===== config.mk =====
export PLATFORM = sky130hd
export DESIGN_NAME = keypad_decoder
export DESIGN_NICKNAME = d
export VERILOG_FILES = /design/src/rtl/keypad_decoder.sv
export SDC_FILE = /design/constraint.sdc
export NUM_CORES = 1
export LEC_CHECK = 0
export CAP_MARGIN = 15
export CORE_MARGIN = 2
export CORE_UTILIZATION = 50
export DETAILED_ROUTE_END_ITERATION = 16
export HOLD_SLACK_MARGIN = 0.1
export PLACE_DENSITY_LB_ADDON = 0.05
export RECOVER_POWER = 50
export SYNTH_ARGS = -nofsm -noshare
export SYNTH_HDL_FRONTEND = slang
export SYNTH_SLANG_ARGS = --single-unit
export TNS_END_PERCENT = 100

===== constraint.sdc =====
create_clock -name clk -period 3.85 [get_ports clk]
set_input_delay 0.385 -clock clk [delete_from_list [all_inputs] [get_ports clk]]
set_output_delay 0.385 -clock clk [all_outputs]
set_load 0.01 [all_outputs]

===== src/rtl/keypad_decoder.sv =====
// -----------------------------------------------------------------------------
// keypad_decoder
//
// Purpose:
//   Decodes a scanned 4x4 matrix keypad. The external row scanner drives one
//   row per clock (one-hot) and marks each frame boundary with 1111. The raw
//   column sense lines are synchronised, paired with their delayed row phase,
//   and reduced to one result per frame (no key, one key, or ghost). A
//   debounce state machine turns the frame results into accepted key events.
//
// Optional feature:
//   KEY_REPEAT_EN - when defined, a held key re-issues key_valid every
//                   REPEAT_FRAMES closed frames with key_code unchanged.
//
// Parameters:
//   DEBOUNCE_FRAMES - identical frames needed to accept a press/release (2..15)
//   REPEAT_FRAMES   - frames between auto-repeat pulses (2..255)
//
// Ports:
//   clk        in   system clock, rising edge
//   rst_n      in   asynchronous active-low reset
//   fila_tecla in   [3:0] row drive: 1111 boundary, 1000..0001 rows 0..3
//   columna    in   [3:0] raw column sense, active-high, bit 3 = column 0
//   key_code   out  [3:0] 4*row + column of last accepted key
//   key_valid  out  one-clock pulse per accepted press (and per repeat)
//   key_held   out  high while a debounced key is considered pressed
// -----------------------------------------------------------------------------
module keypad_decoder #(
    parameter int DEBOUNCE_FRAMES = 4,
    parameter int REPEAT_FRAMES   = 32
) (
    input  logic       clk,
    input  logic       rst_n,
    input  logic [3:0] fila_tecla,
    input  logic [3:0] columna,
    output logic [3:0] key_code,
    output logic       key_valid,
    output logic       key_held
);

    typedef enum logic [1:0] {
        IDLE        = 2'd0,
        DEB_PRESS   = 2'd1,
        PRESSED     = 2'd2,
        DEB_RELEASE = 2'd3
    } state_t;

    localparam logic [3:0] DEB_N = 4'(DEBOUNCE_FRAMES);

    if (DEBOUNCE_FRAMES < 2 || DEBOUNCE_FRAMES > 15) begin : g_bad_debounce
        $error("keypad_decoder: DEBOUNCE_FRAMES must be in 2..15");
    end
    if (REPEAT_FRAMES < 2 || REPEAT_FRAMES > 255) begin : g_bad_repeat
        $error("keypad_decoder: REPEAT_FRAMES must be in 2..255");
    end

    function automatic logic [3:0] sat_inc4(input logic [3:0] v);
        return (v == 4'hF) ? v : v + 4'd1;
    endfunction

    function automatic logic [2:0] popcount4(input logic [3:0] v);
        return {2'b00, v[0]} + {2'b00, v[1]} + {2'b00, v[2]} + {2'b00, v[3]};
    endfunction

    // Bit 3 is index 0 for both rows and columns.
    function automatic logic [1:0] onehot_idx(input logic [3:0] v);
        logic [1:0] idx;
        case (v)
            4'b1000: idx = 2'd0;
            4'b0100: idx = 2'd1;
            4'b0010: idx = 2'd2;
            default: idx = 2'd3;
        endcase
        return idx;
    endfunction

    // ---------------------------------------------------------------------
    // Column synchroniser and matching row delay
    // ---------------------------------------------------------------------
    logic [3:0] col_s1_q, col_s2_q;
    logic [3:0] row_d1_q, row_d2_q;

    always_ff @(posedge clk or negedge rst_n) begin
        if (!rst_n) begin
            col_s1_q <= 4'b0000;
            col_s2_q <= 4'b0000;
            row_d1_q <= 4'b1111;
            row_d2_q <= 4'b1111;
        end else begin
            col_s1_q <= columna;
            col_s2_q <= col_s1_q;
            row_d1_q <= fila_tecla;
            row_d2_q <= row_d1_q;
        end
    end

    logic       row_onehot;
    logic       frame_close;
    logic [2:0] col_ones;

    assign row_onehot  = (row_d2_q == 4'b1000) || (row_d2_q == 4'b0100) ||
                         (row_d2_q == 4'b0010) || (row_d2_q == 4'b0001);
    assign frame_close = (row_d2_q == 4'b1111);
    assign col_ones    = popcount4(col_s2_q);

    // ---------------------------------------------------------------------
    // Per-frame accumulator. Phases that are neither one-hot nor 1111 fall
    // through both branches and leave the accumulator untouched.
    // ---------------------------------------------------------------------
    logic       acc_hit_q,   acc_hit_d;
    logic       acc_ghost_q, acc_ghost_d;
    logic       acc_rows_q,  acc_rows_d;
    logic [3:0] acc_code_q,  acc_code_d;

    always_comb begin
        acc_hit_d   = acc_hit_q;
        acc_ghost_d = acc_ghost_q;
        acc_rows_d  = acc_rows_q;
        acc_code_d  = acc_code_q;
        if (frame_close) begin
            acc_hit_d   = 1'b0;
            acc_ghost_d = 1'b0;
            acc_rows_d  = 1'b0;
            acc_code_d  = 4'd0;
        end else if (row_onehot) begin
            acc_rows_d = 1'b1;
            if (col_ones >= 3'd2) begin
                acc_ghost_d = 1'b1;
            end else if (col_ones == 3'd1) begin
                if (acc_hit_q) begin
                    acc_ghost_d = 1'b1;
                end else begin
                    acc_hit_d  = 1'b1;
                    acc_code_d = {onehot_idx(row_d2_q), onehot_idx(col_s2_q)};
                end
            end
        end
    end

    always_ff @(posedge clk or negedge rst_n) begin
        if (!rst_n) begin
            acc_hit_q   <= 1'b0;
            acc_ghost_q <= 1'b0;
            acc_rows_q  <= 1'b0;
            acc_code_q  <= 4'd0;
        end else begin
            acc_hit_q   <= acc_hit_d;
            acc_ghost_q <= acc_ghost_d;
            acc_rows_q  <= acc_rows_d;
            acc_code_q  <= acc_code_d;
        end
    end

    // Frame result, valid in the frame-close cycle.
    logic res_key, res_ghost;
    assign res_ghost = acc_ghost_q;
    assign res_key   = acc_hit_q && !acc_ghost_q;

    // ---------------------------------------------------------------------
    // Debounce state machine, evaluated at frame close only
    // ---------------------------------------------------------------------
    state_t     state_q;
    logic [3:0] frame_cnt_q;
    logic [3:0] cand_q;
    logic [3:0] key_code_q;
    logic       key_valid_q;
    logic       key_held_q;
    // Set by reset: closes are ignored until one frame that actually carried
    // row phases has closed, so a frame cut by reset never counts.
    logic       partial_q;
    logic [3:0] cnt_inc;

    assign cnt_inc = sat_inc4(frame_cnt_q);

`ifdef KEY_REPEAT_EN
    localparam logic [7:0] REP_N = 8'(REPEAT_FRAMES);
    logic [7:0] rep_cnt_q;
`endif

    always_ff @(posedge clk or negedge rst_n) begin
        if (!rst_n) begin
            state_q     <= IDLE;
            frame_cnt_q <= 4'd0;
            cand_q      <= 4'd0;
            key_code_q  <= 4'd0;
            key_valid_q <= 1'b0;
            key_held_q  <= 1'b0;
            partial_q   <= 1'b1;
`ifdef KEY_REPEAT_EN
            rep_cnt_q   <= 8'd0;
`endif
        end else begin
            key_valid_q <= 1'b0;
            if (frame_close) begin
                if (partial_q) begin
                    if (acc_rows_q) begin
                        partial_q <= 1'b0;
                    end
                end else begin
                    case (state_q)
                        IDLE: begin
                            if (res_key) begin
                                state_q     <= DEB_PRESS;
                                frame_cnt_q <= 4'd1;
                                cand_q      <= acc_code_q;
                            end
                        end
                        DEB_PRESS: begin
                            if (res_key && acc_code_q == cand_q) begin
                                if (cnt_inc >= DEB_N) begin
                                    state_q     <= PRESSED;
                                    frame_cnt_q <= 4'd0;
                                    key_code_q  <= cand_q;
                                    key_valid_q <= 1'b1;
                                    key_held_q  <= 1'b1;
`ifdef KEY_REPEAT_EN
                                    rep_cnt_q   <= 8'd0;
`endif
                                end else begin
                                    frame_cnt_q <= cnt_inc;
                                end
                            end else if (res_key) begin
                                cand_q      <= acc_code_q;
                                frame_cnt_q <= 4'd1;
                            end else begin
                                state_q     <= IDLE;
                                frame_cnt_q <= 4'd0;
                            end
                        end
                        PRESSED: begin
                            if (res_ghost || (res_key && acc_code_q == key_code_q)) begin
                                frame_cnt_q <= 4'd0;
`ifdef KEY_REPEAT_EN
                                if (rep_cnt_q >= REP_N - 8'd1) begin
                                    rep_cnt_q   <= 8'd0;
                                    key_valid_q <= 1'b1;
                                end else begin
                                    rep_cnt_q <= rep_cnt_q + 8'd1;
                                end
`endif
                            end else begin
                                state_q     <= DEB_RELEASE;
                                frame_cnt_q <= 4'd1;
                            end
                        end
                        DEB_RELEASE: begin
                            if (res_key && acc_code_q == key_code_q) begin
                                state_q     <= PRESSED;
                                frame_cnt_q <= 4'd0;
`ifdef KEY_REPEAT_EN
                                rep_cnt_q   <= 8'd0;
`endif
                            end else if (!res_ghost) begin
                                // No key or a different key both count toward
                                // release; a ghost frame carries no information.
                                if (cnt_inc >= DEB_N) begin
                                    state_q     <= IDLE;
                                    frame_cnt_q <= 4'd0;
                                    key_held_q  <= 1'b0;
                                end else begin
                                    frame_cnt_q <= cnt_inc;
                                end
                            end
                        end
                        default: begin
                            state_q     <= IDLE;
                            frame_cnt_q <= 4'd0;
                            key_held_q  <= 1'b0;
                        end
                    endcase
                end
            end
        end
    end

    assign key_code  = key_code_q;
    assign key_valid = key_valid_q;
    assign key_held  = key_held_q;

endmodule


==> run metrics, run 1 <==
first-pass GRT wire length about 5.6 mm; most common cell in the synthesized netlist dfrtp_1; Final Cycle Share 0.752; Rows 23; initial antenna violation count 0; Critical Path End acc_code_q[2]$_DFFE_PN0P_; reg2reg start col_s2_q[1]$_DFF_PN0_; Port Buffer Count 15; reg2reg end acc_code_q[2]$_DFFE_PN0P_; Die H between 60 and 70 um; top post-synthesis cells by area dfrtp_1 (38%), dfstp_2 (12%), xor2_1 (4.3%); Die W roughly 68 um; # hold bufs at CTS 0; fin area 2310 um^2; flops & latches, synth 40; critical path's largest stage delay ~500 ps; Yosys top cell by area dfrtp_1; Post-DRT Antenna Nets 0; initial core utilization 0.515; Final setup viols 0; Worst-path clk slew approximately 70 ps; Peak VDD IR 0.000243 V; total chip power ~1.1 mW; DP Wirelength around 2.4 mm; crit path launch col_s2_q[1]$_DFF_PN0_; vias in the first global route roughly 1300; via/cell ratio between 5 and 6; CTS Root Cell clkbuf_8; CTS resizes 0; CP required around 4000 ps; drt first pass iters 4; pin count of the biggest net entering global routing 41; CTS tree built; crit-path cells inv_1 > fa_1 > inv_1 > ha_1 > inv_1 > ha_1 > and4bb_2 > or3b_2 > a221o_1 > a21oi_1; WL final ~3.3 mm; DR WL/cell around 13 um; dpl cell area between 2000 and 2500 um^2; status finished with violations; Fillers 316; top-level I/O count 16; dpl cells 237; Hold Violations, Final 0; P_leak 1.04 nW; post-route setup TNS 0 ps; Avg Inst Size Synth ~11 um^2; family with the most delay on the worst path adder cells; reg2reg setup slack approximately 960 ps; crit-path max FO 4; fin nets 211; RSZ-0062 raised after global routing false; crit start category flop; Buf/Inv on CP 3; TritonCTS Sinks 40; Synth-to-Final Area Change 13.9%; Main synth FF type dfrtp_1; Slew HR -0.344; Net Count, Synth 197; max-slew violations 41; worst-skew pair later-pin latency between 200 and 300 ps; non-filler instance count after layout 245; Slowest cell on crit path or3b_2; fin util 0.586; Post-synth EDFFs 0; Hold Crit Class flop to flop; GP Congestion between 0.8 and 0.9; die area approximately 4600 um^2; Internal 0.818 mW; Gate power share 0.177; Ys Warns 0; failing checks max-capacitance violations, max-slew violations; clock buffer count from CTS 5; switching part of the total 0.272; net switching power just over 0.3 mW; crit-path most repeated cell inv_1; cell count along the critical path 10; Bufs on Longest Clock Path 2; Vias ~1400; WS Path Type flop to flop; Synth async-reset ratio 1.00; Final Critical Period roughly 2900 ps; Reg power frac 0.472; maxcap violations 1; initial DRC count between 90 and 100; Mapped Cells 180; CP Capture Type flop; final clock skew 12.0 ps; Core Area about 3900 um^2; Yosys top cell area share 0.382; Post-synth top cells dfrtp_1 (31), inv_1 (12), nor2_1 (12); synthesized cell area between 2000 and 2500 um^2; share of total power in the clock network 0.352; fraction of the yosys area taken by sequential cells 0.499; CTS H-tree depth 2; total gr overflow 0; GRT Util Overall 0.167; Netlist cell types just over 50; share of layout cells above drive strength 1 0.169; Critical Path AT between 3000 and 4000 ps; worst slew pin tran just over 2000 ps; max frequency roughly 350 MHz; R2R cell count 10; Post-CTS Setup Repair Bufs 0; Inserted Diodes 0; pwr/cell area roughly 490 nW/um^2; DR DRC count 0
registers in the layout (all words and copies together) (netlist names):
name	count
acc_code_q	4
acc_ghost_q	1
acc_hit_q	1
acc_rows_q	1
cand_q	4
col_s1_q	4
col_s2_q	4
frame_cnt_q	4
key_code	4
key_held	1
key_valid	1
partial_q	1
row_d1_q	4
row_d2_q	4
state_q	2
logic make-up (layout without fill, tap and decap cells):
kind of cell / Yosys count / in the layout / synth area share
buf+inv: 20 / 35 / 0.0499
compound gates: 40 / 40 / 0.133
mux: 11 / 11 / 0.0666
fa+ha+maj: 7 / 7 / 0.0469
flops: 40 / 40 / 0.499
simple gates: 51 / 51 / 0.158
xor+xnor: 11 / 11 / 0.0475
power by group through the flow:
stage,logic [mW],clock network (mW),registers [mW]
6_report,0.198,0.395,0.530
5_1_grt,0.226,0.424,0.540
3_5_place_dp,0.202,0,0.537
2_1_floorplan,0.196,0,0.498
4_1_cts,0.203,0.407,0.530
3_3_place_gp,0.195,0,0.534
metal layers:
metal,GRT usage,routed length [um]
met5,0,0
met4,0.0740,42
met3,0.0400,116
met2,0.293,1700
met1,0.194,1420
area by class of cell:
class                   instances  area [um^2]  area share
flip-flops and latches         40         1010       0.438
multi-input cells             120          916       0.396
repair buffers                 15          144      0.0622
clock buffers                   6         72.6      0.0314
well taps                      50         62.6      0.0271
clock inverters                 2         60.1      0.0260
inverters                      12         45.0      0.0195
cells in the final DEF, fill, tap and decap left out, types with 3 or more instances in the layout:
master / count
dfrtp_1: 31
mux2_2: 4
clkbuf_8: 5
dfstp_2: 9
a21oi_1: 10
mux2i_1: 3
inv_1: 12
mux2_4: 4
xor2_1: 10
and2_1: 3
ha_1: 6
nor3_1: 5
o22ai_1: 3
nor2_1: 12
dlygate4sd3_1: 8
a211oi_1: 3
nand2_1: 10
clkdlybuf4s50_1: 6
o21ai_0: 9
through the flow:
stage	hold WS, ps	setup WS [ps]
floorplan	89.4	1140
CTS	229	932
global placement	332	1070
finish	350	957
global route	358	808
detailed placement	336	989
how the worst min path moves through the flow:
stage / slack (ps) / to / from / cells after the start
after detailed placement: 340 / col_s2_q[0]$_DFF_PN0_ / col_s1_q[0]$_DFF_PN0_ / 0
after CTS: 230 / key_code[2]$_DFFE_PN0P_ / rst_n / 1
after global placement: 330 / col_s2_q[1]$_DFF_PN0_ / col_s1_q[1]$_DFF_PN0_ / 0
final: 350 / col_s2_q[0]$_DFF_PN0_ / col_s1_q[0]$_DFF_PN0_ / 0
after global routing: 360 / col_s2_q[3]$_DFF_PN0_ / col_s1_q[3]$_DFF_PN0_ / 0
after floorplan: 90 / acc_code_q[0]$_DFFE_PN0P_ / rst_n / 0
(Power assumes the default switching activity.)
==> run 2, diff against run 1 <==
clock period = 2.8 ns   (was 3.85 ns; I/O delays follow)
==> run 2 against run 1 <==
Setup slack worse by 850 ps. Largest cell class unchanged. Clock skew decreased by 7.9 ps. The flow still finishes with violations (max-capacitance violations, max-slew violations). Die area did not move. Sequential cell count unchanged. Final area is 1.6% higher. Critical path depth stayed put. Via count rose by 1.9%. Global-route usage grew 0.54 points. Register-to-register slack worse by 850 ps.
==> run metrics, run 2 (synthesis results as in run 1) <==
Worst-path clk slew 70 ps (about the same); status finished with violations; Synth-to-Final Area Change 15.8%; fin nets 214 (+1.4%); hold endpoint col_s2_q[3]$_DFF_PN0_; Inserted Diodes 0 (unchanged); DR DRC count 0 (unchanged); share of layout cells above drive strength 1 0.212 (+0.0429); most common cell after layout, fill and taps aside dfrtp_1; reg2reg end acc_code_q[2]$_DFFE_PN0P_; crit start category flop; Post-Place Setup Slack -20.1 ps (-1010 ps); CTS Root Cell clkbuf_8; max frequency 372 MHz (+7.6%); crit-path max FO 4 (unchanged); Port Buffer Count 15 (unchanged); worst slew pin tran 2060 ps (+40.8 ps); dpl cell area 2200 um^2 (+0.69%); reg2reg start col_s2_q[1]$_DFF_PN0_; fin area 2350 um^2 (+1.6%); Critical Path AT 2910 ps (-190 ps); Core Area 3940 um^2 (unchanged); via/cell ratio 5.55 (+0.69%); Setup WS post-layout 111 ps (-846 ps); pin count of the biggest net entering global routing 41 (unchanged); CP Capture Type flop; failing checks max-capacitance violations, max-slew violations; Final Critical Period 2690 ps (-204 ps); initial DRC count 86 (-7.5%); Slew HR -0.372 (-0.0272); drt first pass iters 5 (+1); crit-path most repeated cell inv_1; total gr overflow 0 (unchanged); FF+latch area 1010 um^2 (unchanged); Final Cycle Share 0.960 (+0.209); most frequent cells in the layout dfrtp_1 (31), nor2_1 (11), inv_1 (10), nand2_1 (10), xor2_1 (10); WHS 349 ps (-0.533 ps); vias in the first global route 1318 (+0.69%); DR WL/cell 14.0 um (+4.9%); worst hold stages 0 (unchanged); Die W 67.7 um (unchanged); Slowest cell on crit path fa_1; share of total power in the clock network 0.335 (-0.017); CTS tree built; R2R cell count 10 (unchanged); Hold Violations, Final 0 (unchanged); Peak VDD IR 0.000361 V (+49%); top-level I/O count 16 (unchanged); Final setup viols 0 (unchanged); Post-DRT Antenna Nets 0 (unchanged); critical path's largest stage delay 490 ps (about the same); GRT Util Overall 0.173 (+0.00537); fin util 0.596 (+0.00952); P_leak 1.06 nW (+1.3%); clock buffer count from CTS 5 (unchanged); max-slew violations 41 (unchanged); non-filler instance count after layout 248 (+1.2%); Rows 23 (unchanged); CP required 3020 ps (-1030 ps); WL final 3.48 mm (+6.2%); Reg power frac 0.480 (+0.008); Vias 1376 (+1.9%); CTS H-tree depth 2 (unchanged); reg2reg setup slack 110 ps (-850 ps); initial core utilization 0.515 (unchanged); die area 4580 um^2 (unchanged); Bufs on Longest Clock Path 2 (unchanged); switching part of the total 0.285 (+0.0125); hold path startpoint col_s1_q[3]$_DFF_PN0_; GP Congestion 0.826 (-3.4%); post-route setup TNS 0 ps (unchanged); TritonCTS Sinks 40 (unchanged); # hold bufs at CTS 0 (unchanged); Fillers 321 (+1.6%); worst-skew pair later-pin latency 290 ps (about the same); footprint of the multi-input gates 937 um^2 (+2.3%); Die H 67.7 um (unchanged); total chip power 1.52 mW (+35%); final clock skew 4.16 ps (-7.85 ps); WS Path Type flop to flop; Internal 1.09 mW (+33%); initial antenna violation count 0 (unchanged); net switching power 0.433 mW (+42%); crit-path cells inv_2 > fa_1 > inv_1 > ha_1 > inv_1 > ha_4 > and4bb_2 > or3b_4 > a221o_1 > a21oi_2; Gate power share 0.186 (+0.009); dpl cells 239 (+0.84%); first-pass GRT wire length 5.82 mm (+3.4%); maxcap violations 1 (unchanged); Hold Crit Class flop to flop; DP Wirelength 2.43 mm (+1.4%); pwr/cell area 648 nW/um^2 (+33%)
## run 2: routing by layer
layer,up-vias,part of all wire,track usage
met5,-,0,0
met2,44,0.50,0.287
met3,9,0.045,0.0417
met1,657,0.44,0.211
met4,0,0.015,0.0816
li1,666,-,-
## run 2: final cells by class
class | count | area share
repair buffers | 18 | 0.0708
flip-flops and latches | 40 | 0.431
clock inverters | 1 | 0.0128
well taps | 50 | 0.0266
multi-input cells | 120 | 0.399
clock buffers | 7 | 0.0410
inverters | 12 | 0.0192
## run 2: how the worst max path moves through the flow
stage                                      from                         to  slack (ps)  depth (start not counted)
after floorplan           col_s2_q[0]$_DFF_PN0_  acc_code_q[2]$_DFFE_PN0P_          90                         10
after global placement    col_s2_q[1]$_DFF_PN0_  acc_code_q[2]$_DFFE_PN0P_          30                         10
after detailed placement  col_s2_q[1]$_DFF_PN0_  acc_code_q[2]$_DFFE_PN0P_         -20                         10
after CTS                 col_s2_q[1]$_DFF_PN0_  acc_code_q[2]$_DFFE_PN0P_          60                         10
after global routing      col_s2_q[0]$_DFF_PN0_  acc_code_q[2]$_DFFE_PN0P_          -3                         10
final                     col_s2_q[1]$_DFF_PN0_  acc_code_q[2]$_DFFE_PN0P_         110                         10
## run 2: what timing repair did
item	4_1_cts	5_1_grt
setup endpoints to repair	2	2
buffers inserted	0	1
gates cloned	0	0
gates resized for setup	1	5
pin swaps	0	3
## run 2: critical path: cells and delay by family, from the launching register on
kind | cells | cell delay, ps
flip-flops | 1 | 370
adder cells (fa/ha/maj) | 3 | 870
AND/OR/NAND/NOR | 2 | 760
buffers and inverters | 3 | 180
AO/OA/AOI/OAI | 2 | 440
## run 2: power groups by stage
stage | logic, mW | clock network, mW | registers (mW)
final | 0.283 | 0.509 | 0.730
after global routing | 0.320 | 0.546 | 0.743
after CTS | 0.280 | 0.520 | 0.727
after detailed placement | 0.276 | 0 | 0.738
after global placement | 0.270 | 0 | 0.734
after floorplan | 0.269 | 0 | 0.684
